[src/rtl/mc_main_ctrl_if.sv]
// Control bundle between the multicycle main controller and the MIPS datapath.
// The master side is the controller; the slave side is the datapath.
interface mc_main_ctrl_if;
    logic [5:0] opcode;
    logic       mem_ready;
    logic       PCWrite;
    logic       PCWriteCond;
    logic       IorD;
    logic       MemRead;
    logic       MemWrite;
    logic       MemtoReg;
    logic       IRWrite;
    logic       ALUSrcA;
    logic       RegWrite;
    logic       RegDst;
    logic [1:0] PCSource;
    logic [1:0] ALUSrcB;
    logic [1:0] ALUOp;
    logic [3:0] state;
    logic       instr_done;
    logic       illegal_op;

    modport master (
        input  opcode, mem_ready,
        output PCWrite, PCWriteCond, IorD, MemRead, MemWrite, MemtoReg, IRWrite,
               ALUSrcA, RegWrite, RegDst, PCSource, ALUSrcB, ALUOp,
               state, instr_done, illegal_op
    );

    modport slave (
        output opcode, mem_ready,
        input  PCWrite, PCWriteCond, IorD, MemRead, MemWrite, MemtoReg, IRWrite,
               ALUSrcA, RegWrite, RegDst, PCSource, ALUSrcB, ALUOp,
               state, instr_done, illegal_op
    );
endinterface

[src/rtl/mc_main_ctrl.sv]
// Multicycle MIPS main control FSM: sequences fetch/decode/execute/memory/write-back
// and drives the datapath enables, mux selects and ALUOp.
module mc_main_ctrl (
    input  logic          clk,
    input  logic          rst,
    mc_main_ctrl_if.master bus
);
    typedef enum logic [3:0] {
        IDLE      = 4'd0,
        FETCH     = 4'd1,
        DECODE    = 4'd2,
        MEM_ADDR  = 4'd3,
        MEM_READ  = 4'd4,
        MEM_WB    = 4'd5,
        MEM_WRITE = 4'd6,
        EXECUTE   = 4'd7,
        R_WB      = 4'd8,
        BRANCH    = 4'd9,
        LUI_EXEC  = 4'd10,
        LUI_WB    = 4'd11,
        JUMP      = 4'd12
    } state_t;

    localparam logic [5:0] OP_R   = 6'b000000;
    localparam logic [5:0] OP_LW  = 6'b100011;
    localparam logic [5:0] OP_SW  = 6'b101011;
    localparam logic [5:0] OP_BEQ = 6'b000100;
    localparam logic [5:0] OP_LUI = 6'b001111;
    localparam logic [5:0] OP_J   = 6'b000010;

    typedef struct packed {
        logic       pcwrite;
        logic       pcwritecond;
        logic       iord;
        logic       memread;
        logic       memwrite;
        logic       memtoreg;
        logic       alusrca;
        logic       regwrite;
        logic       regdst;
        logic [1:0] pcsource;
        logic [1:0] alusrcb;
        logic [1:0] aluop;
        logic       done;
    } ctrl_t;

    state_t st;
    state_t nxt;
    ctrl_t  ctrl_q;
    logic   op_known;
    logic   fetch_go;
    logic   illegal;

    // Pure state-decoded controls; handshake-gated ones are added at the outputs.
    function automatic ctrl_t decode(state_t s);
        ctrl_t c;
        c = '0;
        case (s)
            FETCH:     begin c.memread = 1'b1; c.alusrcb = 2'b01; end
            DECODE:    c.alusrcb = 2'b11;
            MEM_ADDR:  begin c.alusrca = 1'b1; c.alusrcb = 2'b10; end
            MEM_READ:  begin c.memread = 1'b1; c.iord = 1'b1; end
            MEM_WB:    begin c.regwrite = 1'b1; c.memtoreg = 1'b1; c.done = 1'b1; end
            MEM_WRITE: begin c.memwrite = 1'b1; c.iord = 1'b1; end
            EXECUTE:   begin c.alusrca = 1'b1; c.aluop = 2'b10; end
            R_WB:      begin c.regwrite = 1'b1; c.regdst = 1'b1; c.done = 1'b1; end
            BRANCH: begin
                c.alusrca     = 1'b1;
                c.aluop       = 2'b01;
                c.pcwritecond = 1'b1;
                c.pcsource    = 2'b01;
                c.done        = 1'b1;
            end
            LUI_EXEC:  begin c.alusrca = 1'b1; c.alusrcb = 2'b10; c.aluop = 2'b11; end
            LUI_WB:    begin c.regwrite = 1'b1; c.done = 1'b1; end
            JUMP:      begin c.pcwrite = 1'b1; c.pcsource = 2'b10; c.done = 1'b1; end
            default:   c = '0;
        endcase
        return c;
    endfunction

    always_comb begin
        nxt = IDLE;
        case (st)
            IDLE:      nxt = FETCH;
            FETCH:     nxt = bus.mem_ready ? DECODE : FETCH;
            DECODE: begin
                case (bus.opcode)
                    OP_LW, OP_SW: nxt = MEM_ADDR;
                    OP_R:         nxt = EXECUTE;
                    OP_BEQ:       nxt = BRANCH;
                    OP_LUI:       nxt = LUI_EXEC;
                    OP_J:         nxt = JUMP;
                    default:      nxt = FETCH;
                endcase
            end
            MEM_ADDR:  nxt = (bus.opcode == OP_SW) ? MEM_WRITE : MEM_READ;
            MEM_READ:  nxt = bus.mem_ready ? MEM_WB : MEM_READ;
            MEM_WB:    nxt = FETCH;
            MEM_WRITE: nxt = bus.mem_ready ? FETCH : MEM_WRITE;
            EXECUTE:   nxt = R_WB;
            R_WB:      nxt = FETCH;
            BRANCH:    nxt = FETCH;
            LUI_EXEC:  nxt = LUI_WB;
            LUI_WB:    nxt = FETCH;
            JUMP:      nxt = FETCH;
            default:   nxt = IDLE;
        endcase
    end

    // Registering decode(nxt) keeps the Moore controls aligned with st.
    always_ff @(posedge clk or posedge rst) begin
        if (rst) begin
            st     <= IDLE;
            ctrl_q <= '0;
        end else begin
            st     <= nxt;
            ctrl_q <= decode(nxt);
        end
    end

    always_comb begin
        op_known = (bus.opcode == OP_R)   || (bus.opcode == OP_LW)  ||
                   (bus.opcode == OP_SW)  || (bus.opcode == OP_BEQ) ||
                   (bus.opcode == OP_LUI) || (bus.opcode == OP_J);
    end

    assign fetch_go = (st == FETCH) && bus.mem_ready;
    assign illegal  = (st == DECODE) && !op_known;

    assign bus.PCWrite     = ctrl_q.pcwrite | fetch_go;
    assign bus.IRWrite     = fetch_go;
    assign bus.PCWriteCond = ctrl_q.pcwritecond;
    assign bus.IorD        = ctrl_q.iord;
    assign bus.MemRead     = ctrl_q.memread;
    assign bus.MemWrite    = ctrl_q.memwrite;
    assign bus.MemtoReg    = ctrl_q.memtoreg;
    assign bus.ALUSrcA     = ctrl_q.alusrca;
    assign bus.RegWrite    = ctrl_q.regwrite;
    assign bus.RegDst      = ctrl_q.regdst;
    assign bus.PCSource    = ctrl_q.pcsource;
    assign bus.ALUSrcB     = ctrl_q.alusrcb;
    assign bus.ALUOp       = ctrl_q.aluop;
    assign bus.state       = st;
    assign bus.illegal_op  = illegal;
    assign bus.instr_done  = ctrl_q.done | illegal | ((st == MEM_WRITE) && bus.mem_ready);
endmodule

[src/flat_wrapper.sv]
// flat-port wrapper written by rule: the top's interface ports become plain ports
module mc_main_ctrl_flat 
  (clk, rst, bus_opcode, bus_mem_ready, bus_PCWrite, bus_PCWriteCond, bus_IorD, bus_MemRead, bus_MemWrite, bus_MemtoReg, bus_IRWrite, bus_ALUSrcA, bus_RegWrite, bus_RegDst, bus_PCSource, bus_ALUSrcB, bus_ALUOp, bus_state, bus_instr_done, bus_illegal_op);
  mc_main_ctrl_if bus_i ();
  input  logic clk;
  input  logic rst;
  input wire logic [$bits(bus_i.opcode)-1:0] bus_opcode;
  input wire logic [$bits(bus_i.mem_ready)-1:0] bus_mem_ready;
  output wire logic [$bits(bus_i.PCWrite)-1:0] bus_PCWrite;
  output wire logic [$bits(bus_i.PCWriteCond)-1:0] bus_PCWriteCond;
  output wire logic [$bits(bus_i.IorD)-1:0] bus_IorD;
  output wire logic [$bits(bus_i.MemRead)-1:0] bus_MemRead;
  output wire logic [$bits(bus_i.MemWrite)-1:0] bus_MemWrite;
  output wire logic [$bits(bus_i.MemtoReg)-1:0] bus_MemtoReg;
  output wire logic [$bits(bus_i.IRWrite)-1:0] bus_IRWrite;
  output wire logic [$bits(bus_i.ALUSrcA)-1:0] bus_ALUSrcA;
  output wire logic [$bits(bus_i.RegWrite)-1:0] bus_RegWrite;
  output wire logic [$bits(bus_i.RegDst)-1:0] bus_RegDst;
  output wire logic [$bits(bus_i.PCSource)-1:0] bus_PCSource;
  output wire logic [$bits(bus_i.ALUSrcB)-1:0] bus_ALUSrcB;
  output wire logic [$bits(bus_i.ALUOp)-1:0] bus_ALUOp;
  output wire logic [$bits(bus_i.state)-1:0] bus_state;
  output wire logic [$bits(bus_i.instr_done)-1:0] bus_instr_done;
  output wire logic [$bits(bus_i.illegal_op)-1:0] bus_illegal_op;
  assign bus_i.opcode = bus_opcode;
  assign bus_i.mem_ready = bus_mem_ready;
  assign bus_PCWrite = bus_i.PCWrite;
  assign bus_PCWriteCond = bus_i.PCWriteCond;
  assign bus_IorD = bus_i.IorD;
  assign bus_MemRead = bus_i.MemRead;
  assign bus_MemWrite = bus_i.MemWrite;
  assign bus_MemtoReg = bus_i.MemtoReg;
  assign bus_IRWrite = bus_i.IRWrite;
  assign bus_ALUSrcA = bus_i.ALUSrcA;
  assign bus_RegWrite = bus_i.RegWrite;
  assign bus_RegDst = bus_i.RegDst;
  assign bus_PCSource = bus_i.PCSource;
  assign bus_ALUSrcB = bus_i.ALUSrcB;
  assign bus_ALUOp = bus_i.ALUOp;
  assign bus_state = bus_i.state;
  assign bus_instr_done = bus_i.instr_done;
  assign bus_illegal_op = bus_i.illegal_op;
  mc_main_ctrl u_core (.clk(clk), .rst(rst), .bus(bus_i));
endmodule
[config.mk]
export PLATFORM = sky130hd
export DESIGN_NAME = mc_main_ctrl_flat
export DESIGN_NICKNAME = d
export VERILOG_FILES = /design/src/rtl/mc_main_ctrl_if.sv /design/src/rtl/mc_main_ctrl.sv /design/src/flat_wrapper.sv
export SDC_FILE = /design/constraint.sdc
export NUM_CORES = 1
export LEC_CHECK = 0
export BUFFER_PORTS_ARGS = -buffer_cell sky130_fd_sc_hd__clkbuf_2
export CAP_MARGIN = 20
export CORE_MARGIN = 8
export CORE_UTILIZATION = 40
export CTS_CLUSTER_DIAMETER = 80
export DETAILED_ROUTE_END_ITERATION = 6
export HOLD_SLACK_MARGIN = 0.12
export PLACE_DENSITY = 0.68
export SLEW_MARGIN = 20
export SYNTH_ARGS = -nofsm -noshare
export SYNTH_HDL_FRONTEND = slang
export SYNTH_SLANG_ARGS = --single-unit
export TNS_END_PERCENT = 100
[constraint.sdc]
create_clock -name clk -period 4.2 [get_ports clk]
set_clock_uncertainty 0.05 [all_clocks]
set_input_delay 0.63 -clock clk [delete_from_list [all_inputs] [get_ports clk]]
set_output_delay 0.63 -clock clk [all_outputs]
set_load 0.05 [all_outputs]
==> flow_summary_export.csv <==
group,metric,value,unit
drt,routed-via-count,905,
clocking,h-tree-depth,1,
drt,drtIter0Drc,22,
clocking,clkTransAtPathRegs,100,ps
timing,fin_crit_sh,0.591,
synthesis,async_flop_share,1.00,
floorplan,die_area,4880,sq um
timing,fmax,403,MHz
synthesis,synth_nets,124,
place,portBuffers,30,
power,p_clk_frac,0.094,
clocking,holdBufCountCts,0,
drt,finalWirelength,2420,um
worst_hold_path,hp-class,"input pin to async pin",
synthesis,ys_top_cells_by_area,"dfrtp_1 41%, buf_6 4.9%, buf_4 3.9%",
timing,rsz0062_at_grt,"false",
clocking,cts_root_buf,"clkbuf_4",
drt,drt_first_pass_iters,4,
finish,layout.area.seq,475,sq um
synthesis,synth_area,1160,sq um
setup_path,crit_end,"bus_instr_done",
clocking,cts_tree,"built",
power,leakage,0.627,nW
power,switching_share,0.554,
drt,ant_nets,0,
finish,layout-drive-gt1-share,0.343,
timing,setup-violations-final,0,
timing,worst_slew_pin_slew,700,ps
timing,setup_tns,0,ps
clocking,post_cts_buffers,0,
power,p_comb_frac,0.599,
floorplan,rows,19,
run,maxCapViolCount,0,
clocking,post_cts_resized,0,
setup_path,timing.rr.end,"u_core.bus.ALUSrcA$_DFF_PP0_",
grt,grt_max_degree,20,
finish,antenna_cells,0,
setup_path,crit_fanout,5,
setup_path,crit_chain,"clkbuf_2 > or3_1 > a21oi_1 > nor2_1 > nor3_1 > o41ai_1 > clkbuf_2",
place,post-dp-hpwl,1890,um
synthesis,yosys.area.top_type,"dfrtp_1",
setup_path,r2r-start,"u_core.bus.state[0]$_DFF_PP0_",
synthesis,ys_types,48,
synthesis,synth_seq_cells,19,
clocking,cts.sinks,19,
grt,gr-total-overflow,0,
floorplan,io_pins,31,
grt,grt_pass1_vias,853,
synthesis,yosys-top-cells-count,"19 x dfrtp_1, 8 x nor2_1, 6 x a21oi_1, 6 x buf_4, 6 x nand2_1",
floorplan,die_h,69.9,um
synthesis,synth_edf_count,0,
timing,min_period,2480,ps
status,status,"finished, final reports clean",
setup_path,crit_top_cell,"clkbuf_2",
clocking,numCtsBuffers,3,
setup_path,critPathLaunchType,"input pin",
timing,hold_ws,361,ps
drt,drt-vias-per-instance,5.39,
floorplan,fp.dieW,69.9,um
setup_path,cp_data_required_time,3520,ps
synthesis,synth_cells,115,
clocking,clock_latency,290,ps
finish,multiInputGateArea,559,sq um
drt,wl_per_cell,14.4,um
setup_path,end_kind,"primary output",
synthesis,synth.top_cell.area_share,0.410,
setup_path,cp_slowest_stage_delay,400,ps
power,cell_internal_pwr,0.432,mW
setup_path,critPathKind,"input pin to primary output",
setup_path,startpoint,"bus_opcode[0]",
setup_path,reg2reg_slack,2050,ps
timing,finalHoldViolations,0,
power,vdd_drop_max,448,uV
finish,fin_cells,168,
setup_path,cp_slowest_cell,"or3_1",
place,gp_congestion,0.761,
finish,fillCellCount,287,
grt,grt_pass1_wl,4040,um
grt,track_usage,0.0973,
place,dp.cells,164,
synthesis,synth_warnings,0,
setup_path,r2r_cells,5,
timing,maxSlewViolCount,0,
drt,drc,0,
power,p_switching,0.536,mW
power,p_seq_frac,0.308,
synthesis,synth_seq_area_share,0.410,
clocking,clockBufferDepth,2,
synthesis,syn_area_per_cell,10.1,sq um
synthesis,yosysMostFrequentCell,"dfrtp_1",
finish,fin_nets,147,
timing,slew_headroom,0.533,
grt,grt_antenna_before_repair,0,
floorplan,core-area,2760,sq um
floorplan,start_util,0.421,
setup_path,crit_arrival,1800,ps
finish,area_growth,9.49,%
synthesis,synth_flop_cell,"dfrtp_1",
power,power_density,762,nW/um^2
## placed cells by master, fill, tap and decap left out, types with 3 or more instances in the layout
| master | netlist | final |
|---|---|---|
| clkbuf_2 | 0 | 30 |
| dfrtp_1 | 19 | 19 |
| nor2_1 | 8 | 8 |
| nand2_1 | 6 | 6 |
| a21oi_1 | 6 | 6 |
| nand2b_1 | 5 | 5 |
| nor3_1 | 5 | 5 |
| inv_1 | 4 | 4 |
| or2_2 | 3 | 3 |
| and2_1 | 3 | 3 |
| clkbuf_4 | 0 | 3 |
## worst max-delay path, delay by kind of cell
family / cells / cell delay [ps]
compound gates: 2 / 210
buf+inv: 2 / 360
simple gates: 3 / 600
## power by group through the flow
| stage | logic, mW | registers (mW) | clock network [mW] |
|---|---|---|---|
| after detailed placement | 0.581 | 0.301 | 0 |
| after CTS | 0.582 | 0.297 | 0.0929 |
| after global routing | 0.617 | 0.307 | 0.102 |
| after floorplan | 0.428 | 0.374 | 0 |
| after global placement | 0.575 | 0.297 | 0 |
| final | 0.579 | 0.298 | 0.0905 |
## registers in the layout, indices dropped and copies added (netlist names)
name / cells
u_core.bus.RegDst: 1
u_core.bus.ALUSrcA: 1
u_core.bus.IorD: 1
u_core.ctrl_q: 2
u_core.bus.MemRead: 1
u_core.bus.RegWrite: 1
u_core.bus.ALUSrcB: 2
u_core.bus.MemtoReg: 1
u_core.bus.ALUOp: 2
u_core.bus.MemWrite: 1
u_core.bus.PCSource: 2
u_core.bus.state: 4
## metrics by stage
| stage | worst slack (ps) | power, mW | instance area (sq um) | utilization |
|---|---|---|---|---|
| after floorplan | 941 | 0.802 | 1160 | - |
| after global placement | 1740 | 0.872 | 1240 | 0.451 |
| after detailed placement | 1710 | 0.881 | 1240 | 0.451 |
| after CTS | 1710 | 0.972 | 1270 | 0.461 |
| after global routing | 1620 | 1.03 | 1270 | 0.461 |
| final | 1720 | 0.968 | 1270 | 0.461 |
## cells by family (layout without fill, tap and decap cells)
logic type | after synthesis | after routing | share of synthesized area
compound gates | 25 | 25 | 0.178
buf+inv | 17 | 39 | 0.108
simple gates | 53 | 53 | 0.296
flops | 19 | 19 | 0.410
mux | 1 | 1 | 0.00863
## cell type report
| type | count | area share |
|---|---|---|
| clock buffer | 4 | 0.0207 |
| inverter | 5 | 0.0158 |
| multi-input combinational | 79 | 0.440 |
| sequential | 19 | 0.374 |
| tap | 31 | 0.0305 |
| timing repair buffer | 30 | 0.118 |
## worst min-delay path by stage
stage | cells past startpoint | end | from
floorplan | 1 | u_core.bus.ALUOp[0]$_DFF_PP0_ | rst
global placement | 2 | u_core.bus.RegDst$_DFF_PP0_ | u_core.bus.state[1]$_DFF_PP0_
detailed placement | 2 | u_core.bus.MemtoReg$_DFF_PP0_ | rst
CTS | 2 | u_core.bus.MemtoReg$_DFF_PP0_ | rst
global route | 2 | u_core.bus.ALUSrcB[1]$_DFF_PP0_ | rst
finish | 2 | u_core.bus.MemWrite$_DFF_PP0_ | rst
## metal layers
layer  vias to the layer above  track usage  part of all wire
met2                        28        0.159              0.48
met3                         8       0.0353             0.059
met4                         0       0.0335             0.021
met1                       425        0.114              0.44
li1                        444            -                 -
met5                         -            0                 0
No activity file was read; power rests on OpenSTA's default activity.
